File: src/rtl/blinker_bank.sv
// Bank of independent LED-style blinker channels sharing one half-period/burst configuration.
// Latency: every output is registered, so an input change shows one rising clk edge later.
// Backpressure: none; a low per-channel switch freezes that channel's counter and outputs.
module blinker_bank #(
    parameter int CHANNELS = 4,
    parameter int CNT_W    = 8,
    parameter int BURST_W  = 4
) (
    input  logic                  clk,
    input  logic                  reset,
    input  logic [CHANNELS-1:0]   switch,
    input  logic [2*CHANNELS-1:0] mode,
    input  logic                  cfg_load,
    input  logic [CNT_W-1:0]      cfg_half_period,
    input  logic [BURST_W-1:0]    cfg_burst,
    output logic [CHANNELS-1:0]   out,
    output logic [CHANNELS-1:0]   busy,
    output logic [CHANNELS-1:0]   done
);

    localparam logic [1:0] MODE_OFF   = 2'b00;
    localparam logic [1:0] MODE_SOLID = 2'b01;
    localparam logic [1:0] MODE_BLINK = 2'b10;
    localparam logic [1:0] MODE_BURST = 2'b11;

    logic [CNT_W-1:0]   half_q, half_d;
    logic [BURST_W-1:0] burst_q, burst_d;
    logic [CNT_W-1:0]   half_m1;

    // A zero is coerced to one at latch time so half_m1 can never underflow.
    always_comb begin
        half_d  = half_q;
        burst_d = burst_q;
        if (cfg_load) begin
            half_d  = (cfg_half_period == '0) ? CNT_W'(1) : cfg_half_period;
            burst_d = (cfg_burst == '0) ? BURST_W'(1) : cfg_burst;
        end
    end

    always_ff @(posedge clk or negedge reset) begin
        if (!reset) begin
            half_q  <= CNT_W'(1);
            burst_q <= BURST_W'(1);
        end else begin
            half_q  <= half_d;
            burst_q <= burst_d;
        end
    end

    assign half_m1 = half_q - CNT_W'(1);

    for (genvar i = 0; i < CHANNELS; i++) begin : gen_ch
        logic [CNT_W-1:0]   cnt_q, cnt_d;
        logic [BURST_W-1:0] rem_q, rem_d;
        logic               out_q, out_d;
        logic               busy_q, busy_d;
        logic               done_q, done_d;
        logic [1:0]         pm_q;
        logic [1:0]         md;
        logic               mode_chg;
        logic               wrap;

        assign md       = mode[2*i +: 2];
        assign mode_chg = (md != pm_q);
        // >= rather than == so a shrinking half-period forces a toggle instead of a long wrap.
        assign wrap     = (cnt_q >= half_m1);

        always_comb begin
            cnt_d  = cnt_q;
            rem_d  = rem_q;
            out_d  = out_q;
            busy_d = busy_q;
            done_d = 1'b0;
            if (md == MODE_BURST && pm_q != MODE_BURST) begin
                rem_d  = burst_q;
                cnt_d  = '0;
                out_d  = 1'b0;
                busy_d = 1'b1;
            end else if (switch[i]) begin
                case (md)
                    MODE_OFF: begin
                        cnt_d  = '0;
                        out_d  = 1'b0;
                        busy_d = 1'b0;
                    end
                    MODE_SOLID: begin
                        cnt_d  = '0;
                        out_d  = 1'b1;
                        busy_d = 1'b0;
                    end
                    MODE_BLINK: begin
                        busy_d = 1'b1;
                        if (mode_chg) begin
                            cnt_d = '0;
                        end else if (wrap) begin
                            cnt_d = '0;
                            out_d = ~out_q;
                        end else begin
                            cnt_d = cnt_q + CNT_W'(1);
                        end
                    end
                    MODE_BURST: begin
                        // Finished bursts (rem_q == 0) hold out low until the mode re-enters.
                        if (rem_q != '0) begin
                            if (wrap) begin
                                cnt_d = '0;
                                out_d = ~out_q;
                                if (out_q) begin
                                    rem_d = rem_q - BURST_W'(1);
                                    if (rem_q == BURST_W'(1)) begin
                                        busy_d = 1'b0;
                                        done_d = 1'b1;
                                    end
                                end
                            end else begin
                                cnt_d = cnt_q + CNT_W'(1);
                            end
                        end
                    end
                    default: begin
                        cnt_d = cnt_q;
                    end
                endcase
            end
        end

        always_ff @(posedge clk or negedge reset) begin
            if (!reset) begin
                cnt_q  <= '0;
                rem_q  <= '0;
                out_q  <= 1'b0;
                busy_q <= 1'b0;
                done_q <= 1'b0;
                pm_q   <= MODE_OFF;
            end else begin
                cnt_q  <= cnt_d;
                rem_q  <= rem_d;
                out_q  <= out_d;
                busy_q <= busy_d;
                done_q <= done_d;
                pm_q   <= md;
            end
        end

        assign out[i]  = out_q;
        assign busy[i] = busy_q;
        assign done[i] = done_q;
    end

endmodule

File: config.mk
export PLATFORM = sky130hd
export DESIGN_NAME = blinker_bank
export DESIGN_NICKNAME = d
export VERILOG_FILES = /design/src/rtl/blinker_bank.sv
export SDC_FILE = /design/constraint.sdc
export NUM_CORES = 1
export LEC_CHECK = 0
export ABC_AREA = 1
export CAP_MARGIN = 20
export CORE_UTILIZATION = 55
export CTS_BUF_LIST = sky130_fd_sc_hd__clkbuf_8
export CTS_CLUSTER_SIZE = 25
export DETAILED_ROUTE_END_ITERATION = 8
export GPL_TIMING_DRIVEN = 0
export HOLD_SLACK_MARGIN = 0.08
export PLACE_DENSITY_LB_ADDON = 0.25
export SYNTH_ARGS = -nofsm -noshare
export SYNTH_HDL_FRONTEND = slang
export SYNTH_SLANG_ARGS = --single-unit
export TNS_END_PERCENT = 5
File: constraint.sdc
create_clock -name clk -period 4.7 [get_ports clk]
set_clock_uncertainty 0.1 [all_clocks]
set_input_delay 0.47 -clock clk [delete_from_list [all_inputs] [get_ports clk]]
set_output_delay 0.47 -clock clk [all_outputs]
set_load 0.1 [all_outputs]
Word level (Yosys, flattened, before mapping)

Index checks and enable logic that the tools add are counted.

$add $sub $neg: 9
$lt $le $gt $ge: 4
Equal/unequal tests: 44
Mux-type cells: 130
Bitwise gates (word level): 4
Reductions and logical operators: 54

Operators with widths:

| cell                | number |
|---|---|
| $mux 8              | 21 |
| $mux 4              | 25 |
| $pmux 8 s3          | 4 |
| $mux 1              | 72 |
| $reduce_and 5->1    | 8 |
| $reduce_bool 2->1   | 20 |
| $add 8x1->8 const B | 4 |
| $ge 8x8->1          | 4 |
| $ne 3x1->1 const B  | 8 |
| $ne 3x2->1 const B  | 8 |
| $eq 2x2->1 const B  | 8 |
| $eq 4x1->1 const B  | 4 |
| $pmux 1 s4          | 4 |
| $reduce_bool 4->1   | 4 |
| $sub 4x1->4 const B | 4 |
| $ne 3x3->1 const B  | 4 |
| $pmux 1 s3          | 4 |
| $reduce_and 3->1    | 4 |
| $eq 2x1->1 const B  | 4 |
| $logic_not 2->1     | 4 |
| $logic_not 8->1     | 1 |
| $ne 2x2->1          | 4 |
| $ne 2x2->1 const B  | 4 |
| $reduce_and 2->1    | 4 |
| other kinds (5)     | 14 |

Register bits after elaboration: 80
Input bits: 27
Output and inout port bits: 12
Word-level logic and storage cells: 271

Longest topological paths before layout

Gate-level depths: netlist (run 1).

Depth after elaboration: 8
Mapped depth: 19
Depth with buffers taken out: 19

Least setup slack after synthesis (run 1)

No wires, ideal clock.

Path kind: register -> register
From: register half_q[0]
To: register gen_ch[0].cnt_q[2]
Library setup time: 65 ps
Arrival time: 2224 ps
Required time: 4535 ps
Path slack: 2311 ps
Cell stages (with the launch flop): 18
Buffers on the path: 0
Period minus slack after synthesis: 2389 ps
Path through: dfstp_2 -> inv_1 -> ha_1 -> inv_1 -> nor2_2 -> nor2_1 -> ha_1 -> nand3_1 -> nand3_1 -> nand2_1 -> inv_1 -> o21ai_0 -> nand2_1 -> nand2_1 -> nand2_1 -> nor2_4 -> nand2_1 -> nand2_1

Word-level cells in the longest chain between the ends: 7
Elaborated cells on any way between the ends: 8
Classes of those cells: add/sub (1); order compare (1); mux (6)

Ends and longest elaborated chain:

| element                   | RTL line | RTL |
|---|---|---|
| start, declared           | 26       | `logic [CNT_W-1:0] half_q, half_d;` |
| start signal, assigned    | 45       | `half_q <= half_d;` |
| $sub 8x1->8 (*)           | 50       | `assign half_m1 = half_q - CNT_W'(1);` |
| $ge 8x8->1 (*)            | 66       | `assign wrap = (cnt_q >= half_m1);` |
| $mux 8 (*)                | 95, 105  |  |
| $mux 8 (on tied branches) | 104, 93  |  |
| $pmux 8 s3 (*)            | 80       | `case (md)` |
| $mux 8 (*)                | 79       | `end else if (switch[i]) begin` |
| $mux 8 (*)                | 74       | `if (md == MODE_BURST && pm_q != MODE_BURST) begin` |
| end signal, assigned      | 136      | `cnt_q <= cnt_d;` |
| end, declared             | 53       | `logic [CNT_W-1:0] cnt_q, cnt_d;` |

Mark *: on every way between the ends. The rest lies on a longest branch, timed or not. The select of a mux whose other input is x is not followed.
A chain may end at the register's enable or synchronous reset.

Worst setup path after layout (run 1)

From: register half_q[0]
To: register gen_ch[0].cnt_q[1]

The elaborated chain is that of the path after synthesis.

==> run summary, run 1 <==
vias per std cell: 5.16
largest net degree at the start of global routing: 43
adder-cell share of the synthesized area: 0.0874
final core occ: 0.650
Layout Cell Area excl Fill: 0.00603 mm2
Rows: 35
Async SR Flop Fraction: 1.00
crit path launch type: flip-flop
post-synthesis simple-gate area fraction: 0.257
post-synthesis compound-gate area fraction: 0.122
TritonCTS Buffers: 9
DP HPWL: 8300 um
unrepaired setup endpoints after global routing: no
DR pass1 iterations: 5
Power Density: 341 mW/mm2
most frequent cells after synthesis: nand2_1 (186), inv_1 (115), dfrtp_1 (78)
Die ar.: 0.0100 mm2
Mapped Area: 0.00530 mm2
io pins: 39
Core Area: 0.00928 mm2
CTS resizes: 0
# setup viols final: 0
Top FF cell, synth: dfrtp_1
Highest Clock Rate: 343 MHz
Hold Fails Final Rpt: 0
drt wl/cell: 12.4 um
CTS clk-pin slew, worst paths: 0.08 ns
Post-Place Cells: 868
P_leak: 0.00301 uW
Max-Cap Viols: 0
Slew Limit Fails: 0
kind of cell adding the most delay to the critical path: simple AND/OR/NAND/NOR gates
mux contribution to synthesized area: 0
Mean Syn Cell Area: 7.56 um2
initial core utilization: 0.571
vias in the first global route: 4485
slowest stage delay, CP: 0.52 ns
most common cell in the netlist: nand2_1
WP data required: 4.89 ns
Setup TNS: 0 ns
area leader, netlist: dfrtp_1
most used cell, CP: nand2_1
Crit path arrival time: 3.10 ns
Peak supply drop: 242 uV
Placer Congestion: 0.885
Post-Syn Instances: 701
clk buf depth: 2
Die Y-Extent: 100 um
top cell type's share of synthesized area: 0.368
total gr overflow: 0
Area after DPL: 0.00585 mm2
period utilization: 0.621
Rel. slew slack: 0.353
CP Buf/Inv Count: 3
Synth Area in XOR/XNOR: 0.0545
Seq/Total Area, Yosys: 0.378
DRC: 0
via count: 4564
Post-synth EDFFs: 0
fill count: 818
CTS tree: built
top cells by area, synth: dfrtp_1 (37%), nand2_1 (13%), ha_1 (8.7%), inv_1 (8.1%), o21ai_0 (5.1%)
layout cell share with drive strength beyond 1: 0.0768
crit-path max FO: 9
initial antenna violation count: 0
cells along the critical path: inv_1 > ha_1 > inv_1 > nor2_2 > nor2_1 > ha_1 > nand3_1 > nand3_1 > nand2_1 > inv_1 > o21ai_0 > nand2_1 > nand2_1 > nand2_1 > nor2_4 > nand2_1 > nand2_1
slew of the pin with the lowest slew margin: 0.967 ns
IO buf count: 37
clk_lat worst skew: 0.35 ns
number of DRC markers in iteration 0: 175
run status: complete, no violations
Crit Path Class: flip-flop to flip-flop
Layout area overhead: 13.8%
die width: 100 um
H-tree depth: 3
number of warning messages in the yosys log: 0
Routed WL: 11000 um
FF+latch count, synth: 80
CTS sink cnt: 80
post-route ant nets: 0
Yosys cell types: 38
CP Capture Type: flip-flop
largest family of logic cells by synthesized area: simple AND/OR/NAND/NOR gates
nets: 815
GRT Util Overall: 0.237
Final min period: 2.92 ns
Antenna diodes: 0
root buf cell: clkbuf_8
fin cells: 884
Hold Path Class: flip-flop to flip-flop
Worst path slowest cell: dfstp_2
first-pass GRT wire length: 19000 um
Post-Syn Nets: 765
==> per-stage QoR <==
step                      total power [uW]  hold WS [ns]  setup WS [ns]
after CTS                             2070         0.378           1.78
after floorplan                       1410        0.0744           2.31
after global placement                1570         0.357          0.144
after global routing                  2220         0.399           1.49
after detailed placement              1600         0.359           1.81
final                                 2060         0.375           1.78
==> cell families (layout without fill, tap and decap cells) <==
| kind of cell | Yosys count | count (layout) |
|---|---|---|
| simple gates | 312 | 312 |
| buf+inv | 131 | 185 |
| compound gates | 108 | 108 |
| flops | 80 | 80 |
| fa+ha+maj | 37 | 37 |
| xor+xnor | 33 | 33 |
==> layout make-up <==
type	instances	area, um2	area share
clock inverters	4	21.3	0.00353
repair buffers	39	398	0.0660
flip-flops and latches	80	2000	0.332
clock buffers	11	151	0.0251
well taps	129	161	0.0268
inverters	116	435	0.0722
plain buffers	15	101	0.0168
multi-input cells	490	2760	0.457
==> final timing paths <==
path	from	endpoint	slack (ns)	cells past startpoint
setup reg to reg	half_q[0]	gen_ch[0].cnt_q[1]	1.78	17
setup / recovery	half_q[0]	gen_ch[0].cnt_q[1]	1.78	17
hold reg to reg	gen_ch[0].busy_q	gen_ch[0].busy_q	0.37	2
max in group asynchronous	reset	burst_q[0]	3.29	3
min in group asynchronous	reset	gen_ch[1].busy_q	0.53	2
hold / removal	gen_ch[0].busy_q	gen_ch[0].busy_q	0.37	2
==> power by group <==
part           internal, uW  total, uW  leakage (uW)  switching (uW)
sequential              786        871       0.00103            84.7
combinational           261        721       0.00188             460
clock                   215        464     0.0000924             249
total                  1260       2060       0.00301             794
==> registers in the layout, indices dropped and copies added (netlist names) <==
signal	flops
gen_ch.busy_q	4
gen_ch.pm_q	8
gen_ch.done_q	4
gen_ch.rem_q	16
half_q	8
gen_ch.out_q	4
burst_q	4
gen_ch.cnt_q	32
==> repair_timing <==
item,CTS,global route
hold buffers,1,0
setup buffers,0,0
hold endpoints to repair,38,0
setup endpoints to repair,0,0
==> metal layers <==
layer  routed length, um  global-route usage  vias to the layer above
li1                    -                   -                     2341
met1                5180               0.290                     2122
met2                5340               0.430                       89
met3                 310              0.0348                       12
met4                 161              0.0769                        0
met5                   0                   0                        -
==> worst register-to-register path: cells and delay by family, from the launching register on <==
family                   cells  cell delay (ns)
adder cells (fa/ha/maj)      2             0.59
AO/OA/AOI/OAI                1             0.15
AND/OR/NAND/NOR             11             1.22
buffers and inverters        3             0.28
flip-flops                   1             0.52
==> placed cells by master, fill, tap and decap left out, types with 3 or more instances in the layout <==
master and n:
nand2_1 186, inv_1 116, dfrtp_1 78, o21ai_0 54
nand3_1 43, nor2_1 37, ha_1 37, clkdlybuf4s50_1 36
xor2_1 27, o22ai_1 19, buf_4 13, a21oi_1 12
clkbuf_8 11, nand4_1 10, nor3_1 10, nand2_2 9
o21ai_1 6, xnor2_1 6, nand3b_1 4, a31oi_1 3
a21oi_2 3, nand3_2 3, clkbuf_1 3
No activity file was read; power rests on OpenSTA's default activity.
==> inputs of run 2 (changes only) <==
- clock period: 4.7 -> 2.49 ns (I/O delays scaled with it)
==> run 2 against run 1 <==
The flow now finishes with violations (setup timing); flip-flop and latch count is the same; setup slack got worse by 1.9 ns; register-to-register slack worse by 1.9 ns; combinational power up 110%.
==> run summary, run 2 (synthesized netlist as in run 1, its figures left out) <==
flop2flop setup slack: -0.08 ns (was 1.78 ns)
crit-path max FO: 5 (was 9)
Hold Fails Final Rpt: 0 (unchanged)
Highest Clock Rate: 389 MHz (was 343 MHz)
Logic pwr share: 0.372 (was 0.351)
commonest non-fill, non-tap cell in the layout: nand2_1 (unchanged)
WP data required: 2.64 ns (was 4.89 ns)
Layout Cell Area excl Fill: 0.00641 mm2 (was 0.00603 mm2)
vias in the first global route: 4583 (was 4485)
first-pass GRT wire length: 19500 um (was 19000 um)
Area after DPL: 0.00585 mm2 (unchanged)
commonest non-fill, non-tap cells in the layout: nand2_1 (166), inv_1 (112), dfrtp_1 (78) (was nand2_1 (186), inv_1 (116), dfrtp_1 (78))
Peak supply drop: 456 uV (was 242 uV)
most used cell, CP: nand2_1 (unchanged)
IO buf count: 37 (unchanged)
period utilization: 1.03 (was 0.621)
Hold Crit Depth: 3 (was 2)
CTS clk-pin slew, worst paths: 0.07 ns (was 0.08 ns)
Hold Path Class: input port to flip-flop (was flip-flop to flip-flop)
final worst setup slack: -0.0784 ns (was 1.78 ns)
Max-Cap Viols: 0 (unchanged)
Die ar.: 0.0100 mm2 (unchanged)
TritonCTS Buffers: 9 (unchanged)
root buf cell: clkbuf_8 (unchanged)
Net Switching: 1580 uW (was 794 uW)
run status: complete, but fails checks (was complete, no violations)
crit path launch type: flip-flop (unchanged)
largest registers: gen_ch.cnt_q x32, gen_ch.rem_q x16 (unchanged)
CP Capture Type: flip-flop (unchanged)
nets: 822 (was 815)
H-tree depth: 3 (unchanged)
unrepaired setup endpoints after global routing: yes (was no)
slew of the pin with the lowest slew margin: 0.967 ns (about the same)
Die Y-Extent: 100 um (unchanged)
Pint: 2450 uW (was 1260 uW)
worst slack, placed: -0.402 ns (was 1.81 ns)
Placer Congestion: 0.885 (unchanged)
Rows: 35 (unchanged)
failing checks: setup timing
Crit path arrival time: 2.72 ns (was 3.10 ns)
initial core utilization: 0.571 (unchanged)
DRC: 0 (unchanged)
Worst path slowest cell: dfstp_2 (unchanged)
DP HPWL: 8300 um (unchanged)
Reg2Reg Capture Point: gen_ch[3].rem_q[0] (was gen_ch[0].cnt_q[1])
drt wl/cell: 13.2 um (was 12.4 um)
clk_lat worst skew: 0.36 ns (was 0.35 ns)
Routed WL: 11700 um (was 11000 um)
endpoint of the worst hold path: half_q[0] (was gen_ch[0].busy_q)
GRT Util Overall: 0.244 (was 0.237)
Crit Path Class: flip-flop to flip-flop (unchanged)
layout cell share with drive strength beyond 1: 0.148 (was 0.0768)
Slew Limit Fails: 0 (unchanged)
CTS sink cnt: 80 (unchanged)
hold_ws: 0.172 ns (was 0.375 ns)
Biggest register: gen_ch.cnt_q (unchanged)
post-route ant nets: 0 (unchanged)
Reg2Reg Depth: 17 (unchanged)
Power Density: 628 mW/mm2 (was 341 mW/mm2)
Layout area overhead: 21.0% (was 13.8%)
Net Sw Frac: 0.393 (was 0.386)
total gr overflow: 0 (unchanged)
number of DRC markers in iteration 0: 180 (was 175)
P_leak: 0.00309 uW (was 0.00301 uW)
Seq pwr share: 0.409 (was 0.424)
Rel. slew slack: 0.353 (about the same)
Antenna diodes: 0 (unchanged)
Final min period: 2.57 ns (was 2.92 ns)
largest net degree at the start of global routing: 43 (unchanged)
initial antenna violation count: 0 (unchanged)
via count: 4684 (was 4564)
vias per std cell: 5.26 (was 5.16)
Core Area: 0.00928 mm2 (unchanged)
CTS tree: built (unchanged)
slowest stage delay, CP: 0.54 ns (was 0.52 ns)
FF-to-FF Start: half_q[0] (unchanged)
clock network power share: 0.219 (was 0.226)
DR pass1 iterations: 5 (unchanged)
clk buf depth: 2 (unchanged)
io pins: 39 (unchanged)
die width: 100 um (unchanged)
# setup viols final: 23 (was 0)
Hold Startpoint: cfg_load (was gen_ch[0].busy_q)
cells along the critical path: clkinvlp_4 > ha_4 > inv_2 > nor2_4 > nand2_1 > xor2_1 > inv_2 > ha_1 > nand2_1 > nand2_1 > nand2_1 > nand2_2 > nand4_1 > nand2_2 > nand2_2 > nand2_1 > nand2_1 (was inv_1 > ha_1 > inv_1 > nor2_2 > nor2_1 > ha_1 > nand3_1 > nand3_1 > nand2_1 > inv_1 > o21ai_0 > nand2_1 > nand2_1 > nand2_1 > nor2_4 > nand2_1 > nand2_1)
number of flip-flops in the largest register: 32 (unchanged)
final core occ: 0.690 (was 0.650)
-- run 2: worst max path at each step --
stage / startpoint / endpoint / slack, ns / depth (start not counted)
5_1_grt: half_q[0] / gen_ch[0].cnt_q[1] / -0.27 / 18
2_1_floorplan: half_q[0] / gen_ch[0].cnt_q[3] / 0.10 / 17
3_3_place_gp: reset / gen_ch[2].rem_q[3] / -1.84 / 1
6_report: half_q[0] / gen_ch[3].rem_q[0] / -0.08 / 17
4_1_cts: half_q[0] / gen_ch[0].cnt_q[1] / -0.06 / 15
3_5_place_dp: half_q[0] / gen_ch[0].cnt_q[1] / -0.40 / 17
-- run 2: timing repair --
action	4_1_cts	5_1_grt
gates resized for setup	28	51
setup endpoints to repair	60	59
buffers inserted	4	3
hold buffers	1	0
endpoints found under the hold margin	38	0
pin swaps	18	30
-- run 2: per-layer routing --
metal,track usage,routed length [um],vias to the layer above
li1,-,-,2361
met1,0.298,5150,2192
met2,0.440,5850,111
met3,0.0362,496,20
met4,0.0803,225,0
met5,0,0,-
-- run 2: power by group through the flow --
stage | sequential [uW] | combinational [uW] | clock [uW]
3_5_place_dp | 1670 | 1360 | 0
6_report | 1650 | 1500 | 881
4_1_cts | 1650 | 1420 | 890
5_1_grt | 1670 | 1710 | 948
3_3_place_gp | 1660 | 1300 | 0
2_1_floorplan | 1630 | 1040 | 0
-- run 2: metrics by stage --
| step | setup TNS (ns) | cells | power [uW] |
|---|---|---|---|
| after floorplan | 0 | 701 | 2670 |
| after global placement | -159.28 | 867 | 2960 |
| after detailed placement | -17.55 | 868 | 3030 |
| after CTS | -0.390 | 888 | 3960 |
| after global routing | -9.37 | 891 | 4330 |
| final | -0.747 | 891 | 4030 |
-- run 2: cell type report --
type                       instances  area (um2)
multi-input combinational        490        3070
fill                             746        2870
sequential                        80        2000
timing repair buffer              46         458
inverter                         116         439
tap                              129         161
clock buffer                      11         151
buffer                            15         101
clock inverter                     4        21.3
-- run 2: critical path, delay by kind of cell, from the launching register on --
family        cells  cell delay (ns)
simple gates     11             0.84
flops             1             0.54
buf+inv           3             0.30
fa+ha+maj         2             0.49
xor+xnor          1             0.18
==> inputs of run 3 (changes only) <==
- PLACE_DENSITY_LB_ADDON: 0.25 -> 0.3
==> run 3 against run 2 <==
The run still ends with setup timing left; critical path type unchanged; flip-flop and latch count unchanged; non-clock buffer count down 3; critical path depth up 1; highest routed layer unchanged; clock-buffer cell count up 1.
==> run summary, run 3 (synthesized netlist as in run 1, its figures left out) <==
Core Area: 0.00928 mm2 (unchanged)
cells along the critical path: clkinvlp_4 > ha_4 > ha_4 > inv_1 > a21oi_1 > o21ai_1 > nand2_1 > nand2_1 > nand2_1 > nand2_1 > nand2_1 > nand2_1 > nand2_2 > nand3_1 > nand2_2 > nand2_1 > nand2_1 > nand2_1 (was clkinvlp_4 > ha_4 > inv_2 > nor2_4 > nand2_1 > xor2_1 > inv_2 > ha_1 > nand2_1 > nand2_1 > nand2_1 > nand2_2 > nand4_1 > nand2_2 > nand2_2 > nand2_1 > nand2_1)
register area: 0.00200 mm2 (unchanged)
gr busiest metal: met2 (unchanged)
period utilization: 1.04 (was 1.03)
Max-Cap Viols: 0 (unchanged)
H-tree depth: 3 (unchanged)
Highest Clock Rate: 386 MHz (was 389 MHz)
vias in the first global route: 4447 (was 4583)
Hold Path Class: input port to flip-flop (unchanged)
Worst path slowest cell: dfstp_2 (unchanged)
Slew Limit Fails: 0 (unchanged)
Rel. slew slack: 0.350 (was 0.353)
DP HPWL: 8150 um (was 8300 um)
number of flip-flops in the largest register: 32 (unchanged)
nets: 819 (was 822)
via count: 4599 (was 4684)
unrepaired setup endpoints after global routing: yes (unchanged)
root buf cell: clkbuf_8 (unchanged)
io pins: 39 (unchanged)
crit path launch type: flip-flop (unchanged)
total chip power: 4050 uW (was 4030 uW)
clk buf depth: 2 (unchanged)
Multi-input gate area: 0.00298 mm2 (was 0.00307 mm2)
Biggest register: gen_ch.cnt_q (unchanged)
Reg2Reg Depth: 18 (was 17)
CP Buf/Inv Count: 2 (was 3)
number of DRC markers in iteration 0: 235 (was 180)
FF-to-FF Start: half_q[0] (unchanged)
final core occ: 0.679 (was 0.690)
clk_lat worst skew: 0.35 ns (was 0.36 ns)
hold_ws: 0.198 ns (was 0.172 ns)
Power Density: 643 mW/mm2 (was 628 mW/mm2)
Rows: 35 (unchanged)
M2 GR Usage: 0.429 (was 0.440)
Layout area overhead: 19.0% (was 21.0%)
Die Y-Extent: 100 um (unchanged)
worst slack, placed: -0.426 ns (was -0.402 ns)
total gr overflow: 0 (unchanged)
P_leak: 0.00308 uW (was 0.00309 uW)
initial antenna violation count: 0 (unchanged)
Crit path arrival time: 2.74 ns (was 2.72 ns)
DR pass1 iterations: 4 (was 5)
most used cell, CP: nand2_1 (unchanged)
CP Capture Type: flip-flop (unchanged)
layout cell share with drive strength beyond 1: 0.129 (was 0.148)
GRT Util Overall: 0.243 (was 0.244)
die width: 100 um (unchanged)
Hold Fails Final Rpt: 0 (unchanged)
failing checks: setup timing (unchanged)
# setup viols final: 18 (was 23)
slowest stage delay, CP: 0.55 ns (was 0.54 ns)
Final min period: 2.59 ns (was 2.57 ns)
fill count: 766 (was 746)
drt wl/cell: 13.0 um (was 13.2 um)
Hold Crit Depth: 3 (unchanged)
kind of cell adding the most delay to the critical path: simple AND/OR/NAND/NOR gates (unchanged)
slew of the pin with the lowest slew margin: 0.972 ns (was 0.967 ns)
WP depth: 18 (was 17)
commonest non-fill, non-tap cells in the layout: nand2_1 (168), inv_1 (112), dfrtp_1 (78) (was nand2_1 (166), inv_1 (112), dfrtp_1 (78))
CTS tree: built (unchanged)
WP data required: 2.64 ns (about the same)
first-pass GRT wire length: 19400 um (was 19500 um)
Area after DPL: 0.00585 mm2 (unchanged)
Routed WL: 11500 um (was 11700 um)
post-route ant nets: 0 (unchanged)
Antenna diodes: 0 (unchanged)
commonest non-fill, non-tap cell in the layout: nand2_1 (unchanged)
run status: complete, but fails checks (unchanged)
Layout Cell Area excl Fill: 0.00631 mm2 (was 0.00641 mm2)
met3 track demand over resource: 0.0390 (was 0.0362)
crit-path max FO: 4 (was 5)
initial core utilization: 0.571 (unchanged)
TritonCTS Buffers: 9 (unchanged)
largest registers: gen_ch.cnt_q x32, gen_ch.rem_q x16 (unchanged)
Hold Startpoint: cfg_load (unchanged)
final worst setup slack: -0.101 ns (was -0.0784 ns)
Placer Congestion: 0.890 (was 0.885)
flop2flop setup slack: -0.10 ns (was -0.08 ns)
CTS sink cnt: 80 (unchanged)
CTS clk-pin slew, worst paths: 0.09 ns (was 0.07 ns)
Peak supply drop: 453 uV (was 456 uV)
vias per std cell: 5.17 (was 5.26)
Die ar.: 0.0100 mm2 (unchanged)
global routing usage on met1: 0.314 (was 0.298)
Worst Setup SP: half_q[0] (unchanged)
Crit Path Class: flip-flop to flip-flop (unchanged)
IO buf count: 37 (unchanged)
DRC: 0 (unchanged)
largest net degree at the start of global routing: 43 (unchanged)
[run 3: path summary, 6_finish.rpt]
kind | to
worst max register to register | gen_ch[2].busy_q
worst min-delay path | half_q[0]
min in group asynchronous | gen_ch[1].pm_q[0]
worst min register to register | gen_ch[3].busy_q
max in group asynchronous | gen_ch[0].cnt_q[1]
worst max-delay path | gen_ch[2].busy_q
[run 3: layout make-up]
class / instances / share of cell area
Clock buffer: 12 / 0.0262
Timing Repair Buffer: 43 / 0.0678
Buffer: 15 / 0.0161
Sequential cell: 80 / 0.318
Clock inverter: 4 / 0.00417
Inverter: 116 / 0.0700
Tap cell: 129 / 0.0256
Multi-Input combinational cell: 490 / 0.472
[run 3: power breakdown]
group          total [uW]  internal (uW)  switching [uW]
combinational        1460            534             928
clock                 940            445             495
sequential           1650           1480             168
[run 3: per-layer routing]
layer	vias up	wire [um]
li1	2354	-
met3	13	380
met2	79	5630
met4	0	153
met5	-	0
met1	2153	5370
[run 3: tightest hold or removal path: stages]
cell	delay [ns]
clkbuf_1	0.18
nand2_1	0.12
o211ai_1	0.08
[run 3: per-stage QoR]
stage | cells | TNS (ns)
floorplan | 701 | 0
global placement | 867 | -158.14
detailed placement | 868 | -17.25
CTS | 889 | -0.427
global route | 889 | -8.23
finish | 889 | -0.789
[run 3: what timing repair did]
action / 4_1_cts / 5_1_grt
pin swaps: 16 / 15
hold buffers: 1 / 0
endpoints found under the setup margin: 60 / 59
buffers inserted: 4 / 0
hold endpoints to repair: 36 / 0
resized for setup: 27 / 32
